==> config.mk <==
export PLATFORM = sky130hd
export DESIGN_NAME = mips_instr_encoder
export DESIGN_NICKNAME = d
export VERILOG_FILES = /design/src/rtl/mips_isa_pkg.sv /design/src/rtl/mips_instr_pack.sv /design/src/rtl/mips_instr_encoder.sv
export SDC_FILE = /design/constraint.sdc
export NUM_CORES = 1
export LEC_CHECK = 0
export ABC_AREA = 0
export CORE_MARGIN = 2
export CORE_UTILIZATION = 43
export CTS_CLUSTER_SIZE = 16
export DETAILED_ROUTE_END_ITERATION = 12
export PLACE_DENSITY = 0.8
export SLEW_MARGIN = 15
export SYNTH_ARGS = -nofsm -noshare
export SYNTH_HDL_FRONTEND = slang
export SYNTH_SLANG_ARGS = --single-unit
==> constraint.sdc <==
create_clock -name clk -period 1.8 [get_ports clk]
set_input_delay 0.18 -clock clk [delete_from_list [all_inputs] [get_ports clk]]
set_output_delay 0.18 -clock clk [all_outputs]
set_load 0.01 [all_outputs]
==> src/rtl/mips_isa_pkg.sv <==
// Shared MIPS ISA definitions for the instruction encoder and the main
// control decoder.
//   - OP_*     : primary opcodes, instruction bits [31:26]
//   - FUNCT_*  : R-type function codes, instruction bits [5:0]
//   - kind_e   : 3-bit symbolic instruction kind on the encoder input stream
//                (values 6 and 7 are illegal and have no name)
//   - state_e  : encoder session states
//   - is_branch: true for kinds that carry a delay slot (BEQ, J)
package mips_isa_pkg;

  localparam logic [5:0] OP_RTYPE = 6'h00;
  localparam logic [5:0] OP_LW    = 6'h23;
  localparam logic [5:0] OP_SW    = 6'h2B;
  localparam logic [5:0] OP_BEQ   = 6'h04;
  localparam logic [5:0] OP_ADDI  = 6'h08;
  localparam logic [5:0] OP_J     = 6'h02;

  localparam logic [5:0] FUNCT_ADD = 6'h20;
  localparam logic [5:0] FUNCT_SUB = 6'h22;
  localparam logic [5:0] FUNCT_AND = 6'h24;
  localparam logic [5:0] FUNCT_OR  = 6'h25;
  localparam logic [5:0] FUNCT_SLT = 6'h2A;

  typedef enum logic [2:0] {
    KIND_R    = 3'd0,
    KIND_LW   = 3'd1,
    KIND_SW   = 3'd2,
    KIND_BEQ  = 3'd3,
    KIND_ADDI = 3'd4,
    KIND_J    = 3'd5
  } kind_e;

  typedef enum logic [1:0] {
    ST_IDLE  = 2'd0,
    ST_LOAD  = 2'd1,
    ST_DRAIN = 2'd2,
    ST_DONE  = 2'd3
  } state_e;

  function automatic logic is_branch(input kind_e kind);
    return (kind == KIND_BEQ) || (kind == KIND_J);
  endfunction

endpackage

==> src/rtl/mips_instr_pack.sv <==
// Combinational packer: turns one symbolic instruction into its 32-bit MIPS
// word. Fields a kind does not use are ignored; shamt is always 0.
// Ports:
//   i_kind   : instruction kind (kind_e encoding, 6..7 illegal)
//   i_rs/i_rt/i_rd, i_funct, i_imm, i_target : instruction fields
//   o_word   : packed instruction (0 when illegal)
//   o_illegal: kind is not one of the six supported kinds
module mips_instr_pack
  import mips_isa_pkg::*;
(
  input  logic [2:0]  i_kind,
  input  logic [4:0]  i_rs,
  input  logic [4:0]  i_rt,
  input  logic [4:0]  i_rd,
  input  logic [5:0]  i_funct,
  input  logic [15:0] i_imm,
  input  logic [25:0] i_target,
  output logic [31:0] o_word,
  output logic        o_illegal
);

  // Field packing per kind; anything outside the named kinds is flagged.
  always_comb begin
    o_word    = '0;
    o_illegal = 1'b0;
    case (kind_e'(i_kind))
      KIND_R:    o_word = {OP_RTYPE, i_rs, i_rt, i_rd, 5'd0, i_funct};
      KIND_LW:   o_word = {OP_LW,   i_rs, i_rt, i_imm};
      KIND_SW:   o_word = {OP_SW,   i_rs, i_rt, i_imm};
      KIND_BEQ:  o_word = {OP_BEQ,  i_rs, i_rt, i_imm};
      KIND_ADDI: o_word = {OP_ADDI, i_rs, i_rt, i_imm};
      KIND_J:    o_word = {OP_J,    i_target};
      default:   o_illegal = 1'b1;
    endcase
  end

endmodule

==> src/rtl/mips_instr_encoder.sv <==
// Sequential instruction encoder: accepts symbolic instructions on a
// valid/ready stream, packs them and writes them into instruction memory at
// consecutive word addresses starting at BASE_ADDR.
// Optional build macro: DELAY_SLOT_NOP_EN -- write a NOP after every BEQ/J.
// Ports:
//   clk, reset            : clock, synchronous active-high reset
//   start                 : begin a session (only seen in IDLE)
//   in_valid / in_ready   : beat handshake; in_kind + field inputs, in_last
//   imem_we/addr/wdata    : registered memory write port, one cycle after accept
//   busy                  : session in progress (state != IDLE)
//   done                  : one-cycle pulse at session end
//   count                 : words written this session
//   err                   : sticky illegal-kind / overflow flag, cleared on start
module mips_instr_encoder
  import mips_isa_pkg::*;
#(
  parameter int ADDR_W    = 6,
  parameter int BASE_ADDR = 0
) (
  input  logic              clk,
  input  logic              reset,
  input  logic              start,
  input  logic              in_valid,
  output logic              in_ready,
  input  logic [2:0]        in_kind,
  input  logic [4:0]        in_rs,
  input  logic [4:0]        in_rt,
  input  logic [4:0]        in_rd,
  input  logic [5:0]        in_funct,
  input  logic [15:0]       in_imm,
  input  logic [25:0]       in_target,
  input  logic              in_last,
  output logic              imem_we,
  output logic [ADDR_W-1:0] imem_addr,
  output logic [31:0]       imem_wdata,
  output logic              busy,
  output logic              done,
  output logic [ADDR_W:0]   count,
  output logic              err
);

  localparam int CNT_W = ADDR_W + 1;
  localparam logic [CNT_W-1:0] DEPTH = CNT_W'(2 ** ADDR_W);

`ifdef DELAY_SLOT_NOP_EN
  localparam bit NOP_EN = 1'b1;
`else
  localparam bit NOP_EN = 1'b0;
`endif

  state_e            r_state, w_state;
  logic [ADDR_W-1:0] r_ptr, w_ptr;
  logic [CNT_W-1:0]  r_count, w_count;
  logic              r_err, w_err;
  logic              r_we, w_we;
  logic [ADDR_W-1:0] r_addr, w_addr;
  logic [31:0]       r_wdata, w_wdata;
  logic              r_nopPend, w_nopPend;
  logic              r_lastPend, w_lastPend;

  logic [31:0]       w_word;
  logic              w_illegal;
  logic              w_needNop;

  mips_instr_pack u_pack (
    .i_kind    (in_kind),
    .i_rs      (in_rs),
    .i_rt      (in_rt),
    .i_rd      (in_rd),
    .i_funct   (in_funct),
    .i_imm     (in_imm),
    .i_target  (in_target),
    .o_word    (w_word),
    .o_illegal (w_illegal)
  );

  assign w_needNop = NOP_EN && !w_illegal && is_branch(kind_e'(in_kind));

  // Next-state logic. Every write is scheduled here and appears on the
  // memory port one cycle later. A pending delay-slot NOP blocks new beats
  // for one cycle; a branch that was also the last beat parks in LOAD
  // (r_lastPend) so its NOP goes out before DRAIN.
  always_comb begin
    w_state    = r_state;
    w_ptr      = r_ptr;
    w_count    = r_count;
    w_err      = r_err;
    w_we       = 1'b0;
    w_addr     = r_addr;
    w_wdata    = r_wdata;
    w_nopPend  = r_nopPend;
    w_lastPend = r_lastPend;
    in_ready   = 1'b0;
    case (r_state)
      ST_IDLE: begin
        if (start) begin
          w_state    = ST_LOAD;
          w_ptr      = ADDR_W'(BASE_ADDR);
          w_count    = '0;
          w_err      = 1'b0;
          w_nopPend  = 1'b0;
          w_lastPend = 1'b0;
        end
      end
      ST_LOAD: begin
        if (r_nopPend) begin
          w_nopPend  = 1'b0;
          w_lastPend = 1'b0;
          if (r_count < DEPTH) begin
            w_we    = 1'b1;
            w_addr  = r_ptr;
            w_wdata = '0;
            w_ptr   = r_ptr + ADDR_W'(1);
            w_count = r_count + CNT_W'(1);
          end else begin
            w_err = 1'b1;
          end
          if (r_lastPend) w_state = ST_DRAIN;
        end else if (r_count >= DEPTH) begin
          // Memory full without a last beat: abandon the session.
          w_err   = 1'b1;
          w_state = ST_DRAIN;
        end else begin
          in_ready = 1'b1;
          if (in_valid) begin
            if (w_illegal) begin
              w_err = 1'b1;
            end else begin
              w_we      = 1'b1;
              w_addr    = r_ptr;
              w_wdata   = w_word;
              w_ptr     = r_ptr + ADDR_W'(1);
              w_count   = r_count + CNT_W'(1);
              w_nopPend = w_needNop;
            end
            if (in_last) begin
              if (w_needNop) w_lastPend = 1'b1;
              else           w_state    = ST_DRAIN;
            end
          end
        end
      end
      ST_DRAIN: w_state = ST_DONE;
      ST_DONE:  w_state = ST_IDLE;
      default:  w_state = ST_IDLE;
    endcase
  end

  // State and write-port registers; reset abandons any session in flight.
  always_ff @(posedge clk) begin
    if (reset) begin
      r_state    <= ST_IDLE;
      r_ptr      <= ADDR_W'(BASE_ADDR);
      r_count    <= '0;
      r_err      <= 1'b0;
      r_we       <= 1'b0;
      r_addr     <= '0;
      r_wdata    <= '0;
      r_nopPend  <= 1'b0;
      r_lastPend <= 1'b0;
    end else begin
      r_state    <= w_state;
      r_ptr      <= w_ptr;
      r_count    <= w_count;
      r_err      <= w_err;
      r_we       <= w_we;
      r_addr     <= w_addr;
      r_wdata    <= w_wdata;
      r_nopPend  <= w_nopPend;
      r_lastPend <= w_lastPend;
    end
  end

  assign imem_we    = r_we;
  assign imem_addr  = r_addr;
  assign imem_wdata = r_wdata;
  assign busy       = (r_state != ST_IDLE);
  assign done       = (r_state == ST_DONE);
  assign count      = r_count;
  assign err        = r_err;

endmodule

==> flow_summary.json <==
{
  "die-width_um": 86.7,
  "route.detailed.drc": 0,
  "overflow": 0,
  "grt_pass1_wl_um": 12900,
  "rsz0062_at_grt": "no",
  "leakagePower_uw": 0.00177,
  "cts_sinks": 53,
  "hold_viol": 0,
  "nets": 560,
  "finalPower_uw": 3840,
  "io_buffers": 119,
  "fin_crit_ns": 1.71,
  "syn_area_um2": 2940,
  "ys_types": 42,
  "n_antenna_cell": 0,
  "grt_max_degree": 37,
  "stdcell_count": 563,
  "start_util": 0.438,
  "boundaryPins": 121,
  "vias": 3056,
  "layout-drive-gt1-share": 0.0849,
  "place_congestion": 0.842,
  "pre_cts_slack_ns": -0.000382,
  "ant_nets": 0,
  "die_y_um": 86.7,
  "final_area_um2": 4370,
  "yosys.area.top_type_share": 0.361,
  "drv_cap": 0,
  "rrSetupSlack_ns": 0.09,
  "clockRootBuffer": "clkbuf_8",
  "power.density_nw_per_um2": 880,
  "crit_end": "busy",
  "std_cell_rows": 30,
  "area_growth_pct": 48.5,
  "routedWlPerCell_um": 14.7,
  "cp-start-kind": "register",
  "dpl.cell_count": 555,
  "cts-hold-fix-buffers": 0,
  "die-area_um2": 7520,
  "holdCritPathClass": "reg2reg",
  "crit_required_ns": 1.62,
  "yosys-top-cells-area": "dfxtp_1 (36%), mux2i_1 (6.8%), nor2_1 (5.0%)",
  "drt-pass1-iter-count": 4,
  "most-common-layout-cells": "clkdlybuf4s50_1 (117), dfxtp_1 (51), nor2_1 (39), nand2_1 (36), a21oi_1 (26)",
  "wl_met2_um": 4210,
  "async_flop_share": 0,
  "fin_skew_ns": 0.00928,
  "synth_seq_cells": 53,
  "clock_latency_ns": 0.31,
  "cts_buffers": 5,
  "grt_pass1_vias": 2868,
  "synthCells": 368,
  "synth-main-ff-cell": "dfxtp_1",
  "slew_violations": 0,
  "grt_use_total": 0.212,
  "max_stage_delay_ns": 0.52,
  "cts_tree": "built",
  "synth-seq-area-share": 0.361,
  "syn-num-nets": 446,
  "core_um2": 6720,
  "r2r_cells": 7,
  "crit_path_start": "r_state[0]$_SDFFE_PP0P_",
  "setup_viol": 0,
  "fmax_mhz": 583,
  "met3_length_um": 423,
  "post-dp-hpwl_um": 6150,
  "status": "completed",
  "clockBufferDepth": 2,
  "wl_um": 8300,
  "antenna_found_initial": 0,
  "cp-end-kind": "output pin",
  "yosys_warnings": 0,
  "clk_pin_slew_ns": 0.10,
  "cts_max_level": 2,
  "syn_area_per_cell_um2": 7.99,
  "worst_slack_ns": 0.0855,
  "post-route-period-util": 0.953,
  "arrival_ns": 1.53,
  "vias_per_cell": 5.43,
  "worstPathMaxFanout": 5,
  "cp_slowest_cell": "clkdlybuf4s50_1",
  "crit_chain": "inv_2, ha_4, inv_1, clkdlybuf4s50_1",
  "synth-edff-count": 0,
  "layout_commonest_cell": "clkdlybuf4s50_1",
  "rr_endpoint": "r_ptr[5]$_SDFFE_PP0P_",
  "top_layer": "met4",
  "drtIter0Drc": 155,
  "met1_length_um": 3500,
  "irDropWorstVdd_mv": 0.740,
  "critPathKind": "reg2out",
  "synth_area_leader_cell": "dfxtp_1",
  "placed_area_um2": 4250,
  "whs_ns": 0.462,
  "timing.rr.start": "r_state[1]$_SDFFE_PP0P_"
}
## critical path: cells and delay by family (launching register included)
family / cells / cell delay, ns
adders and majority gates: 1 / 0.18
buffers and inverters: 3 / 0.65
DFF: 1 / 0.40
## cell type report
type                            count  area (um^2)
Clock inverter                      2         15.0
Multi-Input combinational cell    263         1680
Fill cell                         575         2350
Inverter                           20         75.1
Tap cell                           80          100
Clock buffer                        6         72.6
Timing Repair Buffer              139         1360
Sequential cell                    53         1060
## cell families after synthesis
family                     count (synthesis)  share of synthesized area
AOI/OAI and AO/OA                         93                      0.231
xor gates and xnor gates                   3                    0.00894
adders and majority gates                  7                     0.0298
other                                      1                    0.00128
DFF                                       53                      0.361
and+or+nand+nor                          139                      0.220
muxes                                     20                     0.0681
buffers and inverters                     52                     0.0791
## timing repair
item	4_1_cts	5_1_grt
cloned	0	0
endpoints found under the setup margin	3	5
resized for setup	3	7
buffers inserted	0	0
## state kept, by name, indices dropped and copies added, names as in the netlist
name        count
imem_addr       6
imem_we         1
imem_wdata     30
r_ptr           6
err             1
count           7
r_state         2
## metrics by stage
| stage | utilization | setup TNS (ns) |
|---|---|---|
| 2_1_floorplan | - | 0 |
| 3_3_place_gp | 0.633 | 0 |
| 3_5_place_dp | 0.633 | -0.000382 |
| 4_1_cts | 0.646 | 0 |
| 5_1_grt | 0.650 | 0 |
| 6_report | 0.650 | 0 |
## worst min-delay path by stage
stage	from	endpoint	slack [ns]	cells past startpoint
6_report	imem_addr[0]$_SDFFE_PP0P_	imem_addr[0]$_SDFFE_PP0P_	0.46	2
5_1_grt	imem_addr[4]$_SDFFE_PP0P_	imem_addr[4]$_SDFFE_PP0P_	0.48	2
4_1_cts	imem_addr[0]$_SDFFE_PP0P_	imem_addr[0]$_SDFFE_PP0P_	0.47	2
3_5_place_dp	imem_addr[0]$_SDFFE_PP0P_	imem_addr[0]$_SDFFE_PP0P_	0.45	2
3_3_place_gp	imem_addr[2]$_SDFFE_PP0P_	imem_addr[2]$_SDFFE_PP0P_	0.45	2
2_1_floorplan	in_imm[10]	imem_wdata[10]$_SDFFE_PP0P_	0.37	2
## power breakdown
part	switching [uW]	internal, uW
registers	125	1350
logic	804	894
clock network	398	275
## metal layers
| metal | vias to the layer above | global-route usage |
|---|---|---|
| met5 | - | 0 |
| met4 | 0 | 0.0739 |
| met3 | 15 | 0.0324 |
| met2 | 99 | 0.378 |
| met1 | 1418 | 0.259 |
| li1 | 1524 | - |
## cells in the mapped netlist, drive strengths merged, types with 2 or more instances
| master | n |
|---|---|
| a211oi | 7 |
| a21oi | 27 |
| a22oi | 2 |
| a31oi | 3 |
| a32oi | 12 |
| and3 | 2 |
| and3b | 2 |
| buf | 17 |
| clkbuf | 15 |
| dfxtp | 53 |
| ha | 7 |
| inv | 20 |
| mux2i | 20 |
| nand2 | 37 |
| nand2b | 14 |
| nand3 | 18 |
| nor2 | 39 |
| nor2b | 2 |
| nor3 | 16 |
| o211a | 10 |
| o21a | 10 |
| o21ai | 7 |
| o221ai | 10 |
| or3 | 6 |
| xor2 | 2 |
Power figures use the tool's default switching activity.
